## config.mk

```make
export PLATFORM = sky130hd
export DESIGN_NAME = uart_tx_arb
export DESIGN_NICKNAME = d
export VERILOG_FILES = /design/src/rtl/uart_pkg.sv /design/src/rtl/rr_pick.sv /design/src/rtl/uart_tx_arb.sv
export SDC_FILE = /design/constraint.sdc
export NUM_CORES = 1
export LEC_CHECK = 0
export ABC_AREA = 1
export CORE_MARGIN = 2
export CORE_UTILIZATION = 42
export DETAILED_ROUTE_END_ITERATION = 16
export PLACE_DENSITY = 0.74
export SLEW_MARGIN = 5
export SYNTH_ARGS = -nofsm -noshare
export SYNTH_HDL_FRONTEND = slang
export SYNTH_SLANG_ARGS = --single-unit
```

## constraint.sdc

```tcl
create_clock -name clk -period 1.7 [get_ports clk]
set_input_delay 0.34 -clock clk [delete_from_list [all_inputs] [get_ports clk]]
set_output_delay 0.34 -clock clk [all_outputs]
set_load 0.01 [all_outputs]
```

## src/rtl/uart_pkg.sv

```systemverilog
// rtl/uart_pkg.sv - shared types and constants for the UART transmit arbiter
package uart_pkg;

  typedef enum logic {
    IDLE = 1'b0,
    LOCK = 1'b1
  } arb_state_t;

  localparam int UART_DW = 8;

endpackage

```

## src/rtl/rr_pick.sv

```systemverilog
// rtl/rr_pick.sv - combinational round-robin picker: first set request at or above ptr, wrapping
module rr_pick #(
  parameter int N_REQ = 4
) (
  input  logic [N_REQ-1:0]         req,
  input  logic [$clog2(N_REQ)-1:0] ptr,
  output logic [N_REQ-1:0]         gnt,
  output logic                     any
);

  localparam int PW = $clog2(N_REQ);

  logic          found;
  logic [PW-1:0] idx;

  // Walk N_REQ positions starting at ptr; the first requester found wins.
  always_comb begin
    gnt   = '0;
    any   = |req;
    found = 1'b0;
    idx   = '0;
    for (int k = 0; k < N_REQ; k++) begin
      idx = PW'((32'(ptr) + 32'(k)) % 32'(N_REQ));
      if (!found && req[idx]) begin
        gnt[idx] = 1'b1;
        found    = 1'b1;
      end
    end
  end

endmodule

```

## src/rtl/uart_tx_arb.sv

```systemverilog
// rtl/uart_tx_arb.sv - round-robin arbiter sharing one UART transmit path among byte-stream requesters
module uart_tx_arb
  import uart_pkg::*;
#(
  parameter int N_REQ   = 4,
  parameter int DW      = UART_DW,
  parameter int TIMEOUT = 1024
) (
  input  logic                clk,
  input  logic                reset,
  input  logic [N_REQ-1:0]    req_valid,
  input  logic [N_REQ*DW-1:0] req_data,
  input  logic [N_REQ-1:0]    req_last,
  output logic [N_REQ-1:0]    req_ready,
  input  logic                tx_full,
  output logic                wr_uart,
  output logic [DW-1:0]       w_data,
  output logic [N_REQ-1:0]    grant,
  output logic                busy,
  output logic                timeout_err
);

  localparam int PW = $clog2(N_REQ);
  // Keep the stall counter at least one bit wide so TIMEOUT=0 still elaborates.
  localparam int CW = (TIMEOUT > 0) ? $clog2(TIMEOUT + 1) : 1;
  localparam logic [CW-1:0] STALL_LAST = CW'((TIMEOUT > 0) ? (TIMEOUT - 1) : 0);
  localparam logic [CW-1:0] STALL_MAX  = {CW{1'b1}};

  arb_state_t       state_q, state_d;
  logic [PW-1:0]    ptr_q, ptr_d;
  logic [PW-1:0]    g_q, g_d;
  logic [N_REQ-1:0] grant_q, grant_d;
  logic [CW-1:0]    stall_q, stall_d;
  logic             tout_q, tout_d;

  logic [N_REQ-1:0] pick_gnt;
  logic             pick_any;
  logic [PW-1:0]    pick_idx;

  logic             locked;
  logic             owner_valid;
  logic             owner_last;
  logic [DW-1:0]    owner_data;
  logic             accept;
  logic             timeout_hit;
  logic [PW-1:0]    next_ptr;

  rr_pick #(
    .N_REQ(N_REQ)
  ) u_pick (
    .req (req_valid),
    .ptr (ptr_q),
    .gnt (pick_gnt),
    .any (pick_any)
  );

  // Convert the picker's one-hot grant into the owner index.
  always_comb begin
    pick_idx = '0;
    for (int k = 0; k < N_REQ; k++) begin
      if (pick_gnt[k]) pick_idx = PW'(k);
    end
  end

  // Select the current owner's valid/last/data lanes.
  always_comb begin
    owner_valid = 1'b0;
    owner_last  = 1'b0;
    owner_data  = '0;
    for (int k = 0; k < N_REQ; k++) begin
      if (g_q == PW'(k)) begin
        owner_valid = req_valid[k];
        owner_last  = req_last[k];
        owner_data  = req_data[k*DW +: DW];
      end
    end
  end

  assign locked      = (state_q == LOCK);
  assign accept      = locked && owner_valid && !tx_full;
  assign timeout_hit = (TIMEOUT != 0) && locked && !owner_valid && (stall_q == STALL_LAST);
  assign next_ptr    = (g_q == PW'(N_REQ - 1)) ? '0 : g_q + 1'b1;

  // Handshake and UART write are combinational so both sides see the same edge.
  assign req_ready   = (locked && !tx_full) ? grant_q : '0;
  assign wr_uart     = accept;
  assign w_data      = locked ? owner_data : '0;
  assign grant       = grant_q;
  assign busy        = locked;
  assign timeout_err = tout_q;

  // Next-state logic: pick an owner in IDLE, release on last byte or stall timeout in LOCK.
  always_comb begin
    state_d = state_q;
    ptr_d   = ptr_q;
    g_d     = g_q;
    grant_d = grant_q;
    stall_d = stall_q;
    tout_d  = 1'b0;
    case (state_q)
      IDLE: begin
        stall_d = '0;
        if (pick_any) begin
          state_d = LOCK;
          g_d     = pick_idx;
          grant_d = pick_gnt;
        end
      end
      LOCK: begin
        if (owner_valid) begin
          // A tx_full stall still counts as activity, so the counter clears.
          stall_d = '0;
          if (accept && owner_last) begin
            state_d = IDLE;
            ptr_d   = next_ptr;
            grant_d = '0;
          end
        end else if (timeout_hit) begin
          state_d = IDLE;
          ptr_d   = next_ptr;
          grant_d = '0;
          stall_d = '0;
          tout_d  = 1'b1;
        end else if (stall_q != STALL_MAX) begin
          stall_d = stall_q + 1'b1;
        end
      end
      default: begin
        state_d = IDLE;
        grant_d = '0;
        stall_d = '0;
      end
    endcase
  end

  // State registers with synchronous active-high reset.
  always_ff @(posedge clk) begin
    if (reset) begin
      state_q <= IDLE;
      ptr_q   <= '0;
      g_q     <= '0;
      grant_q <= '0;
      stall_q <= '0;
      tout_q  <= 1'b0;
    end else begin
      state_q <= state_d;
      ptr_q   <= ptr_d;
      g_q     <= g_d;
      grant_q <= grant_d;
      stall_q <= stall_d;
      tout_q  <= tout_d;
    end
  end

endmodule

```

== Word level (Yosys, flattened, before mapping) ==
Index checks and enable logic that the tools add are counted.

* Flip-flop bits (word level): 21
* Input bits: 43
* Output and inout bits: 19
* Logic and storage cells: 117

* $add $sub $neg: 5
* Order comparisons: 8
* Equality and inequality tests: 10
* Mux-type cells: 59
* Bitwise operators: 4
* Reduce and logical (&&, ||, !) cells: 25

{| class="wikitable"
|+ Operator list
! cell !! number
|-
| $mux 8 || 5
|-
| $mux 4 || 9
|-
| $mux 11 || 3
|-
| $mux 1 || 25
|-
| $pmux 11 s2 || 1
|-
| $logic_and 1x1->1 || 13
|-
| $lt 2x3->1 const B || 4
|-
| $mux 2 || 6
|-
| $or 4x4->4 || 3
|-
| $add 11x1->11 const B || 1
|-
| $eq 11x10->1 const B || 1
|-
| $ne 11x11->1 const B || 1
|-
| $bmux 1 s2 || 4
|-
| $demux 1 s2 || 4
|-
| $ge 2x1->1 const B || 4
|-
| $pmux 4 s2 || 1
|-
| $reduce_and 3->1 || 2
|-
| $logic_not 1->1 || 5
|-
| $add 2x1->2 const B || 2
|-
| $add 2x2->2 const B || 2
|-
| $eq 2x2->1 const B || 2
|-
| $ne 4x1->1 const B || 1
|-
| $reduce_or 4->1 || 1
|-
| $ne 3x1->1 const B || 1
|-
| 10 further kinds || 10
|}

== Logic depth before layout (Yosys ltp) ==
Gate-level depths: netlist of the first run.

* Depth in word-level cells: 15
* Mapped depth: 14
* Depth with buffers taken out: 13

== Modules after synthesis ==
A second synthesis of the first run with hierarchy kept.

* Cells, all modules: 317
* Area total of the unflattened synthesis: 1940.6 µm²

{| class="wikitable"
|+ By module, submodules not included
! module !! instances !! cells each !! area an instance (µm²) !! seq. area each (µm²)
|-
| uart_tx_arb || 1 || 243 || 1535.2 || 420.4
|-
| rr_pick || 1 || 74 || 405.4 || 0.0
|}

== Worst setup path before layout of the first run ==
Ideal clock, no wire load.

* Kind: register to register
* Start: register ptr_q[1]
* End: register g_q[0]
* Setup time: 113 ps
* Arrival time: 1682 ps
* Required time: 1587 ps
* Setup slack: -96 ps
* Stages on the path, launching flop included: 13
* Buffers on the path: 0
* Period minus slack after synthesis: 1796 ps
* Cell sequence: dfxtp_1 > inv_1 > ha_1 > inv_1 > nand3_1 > nand2_1 > nand2_4 > nor2_4 > nand2_1 > nand3_1 > nor2_1 > nor2_1 > nor2_1

* Longest elaborated chain between the ends: 15
* Elaborated cells between the ends (all ways): 50

{| class="wikitable"
|+ Ends and longest elaborated chain
! what !! line !! text
|-
| start: declaration || uart_tx_arb.sv:30 || <nowiki>logic [PW-1:0] ptr_q, ptr_d;</nowiki>
|-
| start signal: assignment || uart_tx_arb.sv:147 || <nowiki>ptr_q <= ptr_d;</nowiki>
|-
| parallel branches: the longest is 11 deep, another holds $lt 2x3->1 || -- ||
|-
| $mux 4 * || rr_pick.sv:24 || <nowiki>if (!found && req[idx]) begin</nowiki>
|-
| $mux 1 || uart_tx_arb.sv:61 || <nowiki>if (pick_gnt[k]) pick_idx = PW'(k);</nowiki>
|-
| $mux 2 || uart_tx_arb.sv:61 ||
|-
| $mux 2 * || uart_tx_arb.sv:61 ||
|-
| end signal: assignment || uart_tx_arb.sv:148 || <nowiki>g_q <= g_d;</nowiki>
|-
| end: declaration || uart_tx_arb.sv:31 || <nowiki>logic [PW-1:0] g_q, g_d;</nowiki>
|}

Every way passes the cells marked *. The select of a mux whose other input is x is not followed.
A chain may end at the register's enable or synchronous reset.

== Worst setup path after layout of the first run ==
* Start: register g_q[1]
* End: output w_data[3]

* Longest elaborated chain between the ends: 6
* Elaborated cells between the ends (all ways): 9

{| class="wikitable"
|+ Ends and longest elaborated chain
! what !! line !! text
|-
| $logic_not 2->1 || uart_tx_arb.sv:71 || <nowiki>if (g_q == PW'(k)) begin</nowiki>
|-
| $mux 8 (3 in a row) || uart_tx_arb.sv:71 ||
|-
| $mux 8 * || uart_tx_arb.sv:71 ||
|-
| $mux 8 * || uart_tx_arb.sv:87 || <nowiki>assign w_data = locked ? owner_data : '0;</nowiki>
|-
| end: declaration || uart_tx_arb.sv:17 || <nowiki>output logic [DW-1:0] w_data,</nowiki>
|}

Every way passes the cells marked *; elsewhere a longest branch is shown, timed or not.

==> impl_metrics.ini, run 1 <==
[drt]
wl_mm = 5.965
wl_met1_mm = 2.570
vias = 2348
drc = 0
drtAntennaViolNets = 0
top_layer_used = met4
dr_wl_met2_mm = 2.983
via_per_inst = 5.218
firstDrtPassIters = 5
wl_met3_um = 369
wl_per_cell_um = 13.26
drtIter0Drc = 98

[yosys]
yosysSeqAreaShare = 0.2199
syn_inst = 302
synth.area.top_cells = dfxtp_1 (22%), nand2_1 (11%), o21ai_0 (8.4%)
syn_area_per_cell_sq_um = 6.331
syn_area_sq_um = 1912
synth_area_leader_cell = dfxtp_1
syn-num-nets = 356
ys_types = 34
synth_top_area_share = 0.2199
ys_ff_latch = 21
ys_warn_count = 0

[finish]
syn_to_final_growth_pct = 61.91
fillers = 354
antenna_cells = 0
multiInputGateArea_sq_um = 1461
drive_above_1_share = 0.3065
seq_area_sq_um = 427.9
final_nets = 453
finish.utilization = 0.7061

[grt]
grt_overflow_total = 0
antenna_found_initial = 0
grt_pass1_wl_mm = 9.535
grt.total_usage = 0.2282
grt_pass1_vias = 2179
grt_max_degree = 12

[flow_run]
max_cap_viol_count = 0

[run_status]
outcome = finished, violations left
violations = setup timing

[clock_network]
cts_hold_buffers = 0
cts.sinks = 21
numCtsBuffers = 3
cts_buffer_depth = 2
cts_tree = built
root_buffer = clkbuf_8
htreeDepth = 1
clkLatencyLatePin_ps = 260
cts.clk_slew.worst_paths_ps = 80

[critical_path]
worstPathMaxFanout = 5
reg2regPathDepth = 13
timing.rr.end = stall_q[2]
arrival_ps = 1560
required_ps = 1360
cp-end-kind = output pin
max_stage_delay_ps = 350
startpoint_type = flop
regToRegSetupSlack_ps = -170
r2r-start = g_q[1]
path_cells = inv_4, ha_4, buf_6, a21oi_1, o21ai_1, o21ai_1, a21oi_1, buf_2
slowest_stage = dfxtp_2
crit_type = flop to output pin

[die]
io_pins = 62
dieArea_sq_um = 5108
start_util = 0.4361
die_w_um = 71.47
die_y_um = 71.47
rows = 24
coreArea_sq_um = 4384

[power_and_ir_drop]
power_frac_comb = 0.545
p_int_w = 0.001194
power_density_nw_per_um2 = 624.0
p_switching_w = 0.0007373
power.share.switching = 0.3817
finalPower_w = 0.001932
seqPwrFrac = 0.282
ir_worst_vdd_mv = 0.4579
power.share.clock = 0.173
cellLeakagePower_nw = 1.401

[timing]
max_freq_mhz = 527.1
min_period_over_period = 1.116
min_period_ps = 1897
setup_viol = 28
grt_setup_unrepaired = true
slew_headroom = 0.7125
worstMarginPinSlew_ps = 430.7
finalHoldViolCount = 0
drv_slew = 0
setup_slack_ps = -197.1
skew_ps = 2.301

[placement]
gp_congestion = 0.8636
port_buffers = 61
hpwlAfterDp_mm = 4.364

[worst_hold_path]
hold_path.class = flop to flop
hp-start = grant[2]
holdPathStages = 2
holdPathEnd = grant[2]
==> worst max-delay path, delay by kind of cell, from the launching register on <==
kind	cells	cell delay, ps
flops	1	350
fa+ha+maj	1	180
buf+inv	3	350
compound gates	4	400
==> layout make-up <==
| cell class | count | area share |
|---|---|---|
| Timing Repair inverter | 1 | 0.001213 |
| Sequential cell | 21 | 0.1382 |
| Clock buffer | 4 | 0.01455 |
| Timing Repair Buffer | 99 | 0.3007 |
| Inverter | 37 | 0.05214 |
| Multi-Input combinational cell | 236 | 0.4721 |
| Tap cell | 52 | 0.02102 |
==> cell usage in the layout, fill, tap and decap left out, types with 5 or more instances in the layout <==
cell	n
nand2_1	48
nand2_2	12
nand4_1	8
buf_4	25
dlymetal6s2s_1	5
inv_2	6
buf_2	9
nand2_4	5
ha_1	6
nor2_1	35
ha_4	5
dfxtp_1	17
o21ai_0	11
a21oi_1	20
inv_1	26
nand3_1	27
buf_6	10
o21ai_1	19
clkdlybuf4s50_1	43
a21oi_2	8
==> power groups by stage <==
stage | combinational, W | sequential [W] | clock, W
after global placement | 0.000873 | 0.000546 | 0
after floorplan | 0.000476 | 0.000558 | 0
after detailed placement | 0.000886 | 0.000547 | 0
final | 0.00105 | 0.000545 | 0.000333
after CTS | 0.00101 | 0.000543 | 0.000338
after global routing | 0.00115 | 0.000548 | 0.000363
==> synthesized netlist by cell type <==
library cell and count:
nand3_1 28, nand2_4 5, nor3_2 1, nand2_1 55, nand4_1 8, nor2_4 2
o211ai_1 1, xor2_1 1, nor2_1 39, a21oi_1 28, a21oi_2 1, buf_6 4
a211oi_1 1, xnor2_1 1, nor2_2 1, nand2_2 5, nand3b_1 1, o21ai_1 2
nand3_4 1, inv_2 2, o21ai_0 32, dfxtp_1 21, a31oi_1 3, nor3_1 3
buf_4 1, o21ai_4 1, clkbuf_1 3, nand3_2 2, ha_1 11, nor2_8 1
inv_1 34, inv_4 1, nor4_1 1, or2_2 1
==> timing repair <==
action / in CTS / in global routing
gates cloned: 3 / 0
pin swaps: 20 / 15
endpoints found under the setup margin: 34 / 35
resized for setup: 110 / 31
buffers inserted: 2 / 0
==> sequential cells by signal (all words and copies together) (netlist names) <==
register     cells
stall_q         11
grant            4
g_q              2
ptr_q            2
busy             1
timeout_err      1
==> stage by stage <==
stage	worst slack [ps]	hold WS [ps]	TNS [ps]	cell area, sq um	cells
floorplan	0.8906	449.1	0	1918	302
global placement	-488.8	475.8	-8904	2809	441
detailed placement	-498.9	482.0	-9813	2809	441
CTS	-226.8	500.6	-4346	3020	450
global route	-295.8	532.2	-6224	3095	450
finish	-197.1	497.0	-3631	3095	450
==> kinds of logic (layout without fill, tap and decap cells) <==
family / Yosys count / in the layout / synth area share
fa+ha+maj: 11 / 11 / 0.07199
buf+inv: 45 / 141 / 0.1073
xor+xnor: 2 / 2 / 0.009164
compound gates: 69 / 69 / 0.1931
flops: 21 / 21 / 0.2199
simple gates: 154 / 154 / 0.3986
==> worst max-delay path by stage <==
stage	startpoint	endpoint	slack [ps]	depth (start not counted)
floorplan	ptr_q[0]	g_q[0]	0.9	13
global placement	req_data[15]	w_data[7]	-490	6
detailed placement	req_valid[0]	wr_uart	-500	8
CTS	g_q[1]	stall_q[3]	-230	13
global route	g_q[1]	w_data[3]	-300	8
finish	g_q[1]	w_data[3]	-200	8
==> layer usage <==
layer	vias up	global-route usage
met5	-	0
met4	0	0.02935
met3	4	0.04079
met2	86	0.4177
met1	1060	0.2858
li1	1198	-
(Power assumes the default switching activity.)
==> run 2: changes to the inputs <==
Settings changed: RECOVER_POWER set to 25.
==> run 2 against run 1 <==
  * The run still ends with setup timing left
  * Flip-flop and latch count unchanged
  * Global-route usage unchanged
  * Clock skew about the same
  * Via count unchanged
  * Clock power about the same
  * Sequential power about the same
  * Final area about the same
  * Die area unchanged
  * Maximum frequency about the same
  * Routed wire length about the same
==> impl_metrics.ini, run 2 (synthesis results as in run 1) <==
[drt]
firstDrtPassIters = 5
wl_mm = 5.963
vias = 2348
drtAntennaViolNets = 0
drc = 0
drtIter0Drc = 98
wl_per_cell_um = 13.25
via_per_inst = 5.218

[critical_path]
slowest_stage = dfxtp_2
worstPathMaxFanout = 5
arrival_ps = 1560
cp-end-kind = output pin
required_ps = 1360
crit_type = flop to output pin
crit_start = g_q[1]
r2r-start = g_q[1]
path_cells = inv_4, ha_4, buf_6, a21oi_1, o21ai_1, o21ai_1, a21oi_1, buf_2
startpoint_type = flop
max_stage_delay_ps = 350

[timing]
worstMarginPinSlew_ps = 430.7
setup_viol = 28
drv_slew = 0
finalHoldViolCount = 0
skew_ps = 2.611
whs_ps = 494.1
min_period_ps = 1898
grt_setup_unrepaired = true
min_period_over_period = 1.117
max_freq_mhz = 526.8
setup_slack_ps = -198.3
slew_headroom = 0.7125

[placement]
port_buffers = 61
gp_congestion = 0.8636
post_dp_cell_area_sq_um = 2809
hpwlAfterDp_mm = 4.364
post-place-ws_ps = -498.9

[power_and_ir_drop]
seqPwrFrac = 0.282
p_int_w = 0.001193
cellLeakagePower_nw = 1.398
power_frac_comb = 0.545
power.share.clock = 0.173
p_switching_w = 0.0007378
power.share.switching = 0.3820
power_density_nw_per_um2 = 624.4
ir_worst_vdd_mv = 0.4586

[finish]
final_cell_mix = nand2_1 (48), clkdlybuf4s50_1 (41), nor2_1 (35)
final_common_cell = nand2_1
antenna_cells = 0
largest_reg_flops = 11
drive_above_1_share = 0.3065
final_nets = 453
top_register = stall_q
design_area_sq_um = 3093
syn_to_final_growth_pct = 61.78

[die]
start_util = 0.4361
die_w_um = 71.47
rows = 24
coreArea_sq_um = 4384
dieArea_sq_um = 5108
die_y_um = 71.47
io_pins = 62

[run_status]
violations = setup timing
outcome = finished, violations left

[grt]
grt_pass1_vias = 2179
grt_pass1_wl_mm = 9.535
grt_max_degree = 12
antenna_found_initial = 0
grt_overflow_total = 0
grt.total_usage = 0.2282

[clock_network]
clkLatencyLatePin_ps = 260
cts_buffer_depth = 2
htreeDepth = 1
cts_hold_buffers = 0
cts.clk_slew.worst_paths_ps = 80
cts_tree = built
numCtsBuffers = 3
cts.sinks = 21
root_buffer = clkbuf_8

[worst_hold_path]
hold_path.class = flop to flop
hp-start = grant[2]

[flow_run]
max_cap_viol_count = 0
-- run 2: changes by cell type in the layout (fill, tap and decap cells not counted), sizes merged --
| cell | previous run | this run |
|---|---|---|
| clkdlybuf4s50 | 43 | 41 |
| dlygate4sd3 | 0 | 2 |
| clkdlybuf4s25 | 0 | 1 |
| dlymetal6s2s | 5 | 4 |
-- run 2: per-layer routing --
metal | vias to the layer above | GRT usage | wire (um)
li1 | 1198 | - | -
met1 | 1058 | 0.2858 | 2562
met2 | 88 | 0.4177 | 2983
met3 | 4 | 0.04079 | 375
met4 | 0 | 0.02935 | 41
met5 | - | 0 | 0
-- run 2: cell type report --
class | count | area (sq um)
sequential | 21 | 427.9
timing repair inverter | 1 | 3.754
tap | 52 | 65.06
timing repair buffer | 99 | 928.4
fill | 355 | 1291
multi-input combinational | 236 | 1461
clock buffer | 4 | 45.04
inverter | 37 | 161.4
-- run 2: worst paths after layout --
check,endpoint,slack (ps),depth (start not counted)
min,grant[2],490,2
min reg2reg,grant[2],490,2
max,w_data[3],-200,8
max reg2reg,stall_q[2],-170,13
-- run 2: repair_timing --
action,in CTS,in global routing
gates resized for setup,110,31
buffers inserted,2,0
pin swaps,20,15
gates cloned,3,0
setup endpoints to repair,34,35
-- run 2: power by group through the flow --
stage	sequential, W	clock [W]	combinational [W]
after global routing	0.000548	0.000363	0.00114
after detailed placement	0.000547	0	0.000886
after global placement	0.000546	0	0.000873
after CTS	0.000543	0.000338	0.00101
after floorplan	0.000558	0	0.000476
final	0.000545	0.000334	0.00105
-- run 2: metrics by stage --
stage | setup TNS [ps] | instances | total power, W | util
finish | -3640 | 450 | 0.001931 | 0.7055
global route | -6224 | 450 | 0.002055 | 0.7055
CTS | -4346 | 450 | 0.001890 | 0.6889
detailed placement | -9813 | 441 | 0.001433 | 0.6407
global placement | -8904 | 441 | 0.001419 | 0.6407
floorplan | 0 | 302 | 0.001034 | -
-- run 2: critical path: cells and delay by family, from the launching register on --
family	cells	cell delay [ps]
AOI/OAI and AO/OA	4	400
adders and majority gates	1	180
buffers and inverters	3	350
DFF	1	350
==> run 3: changes to the inputs <==
Settings changed: GPL_ROUTABILITY_DRIVEN set to 0.
==> results of run 3 <==
No change in the layout: final DEF, timing and power equal those of run 2.
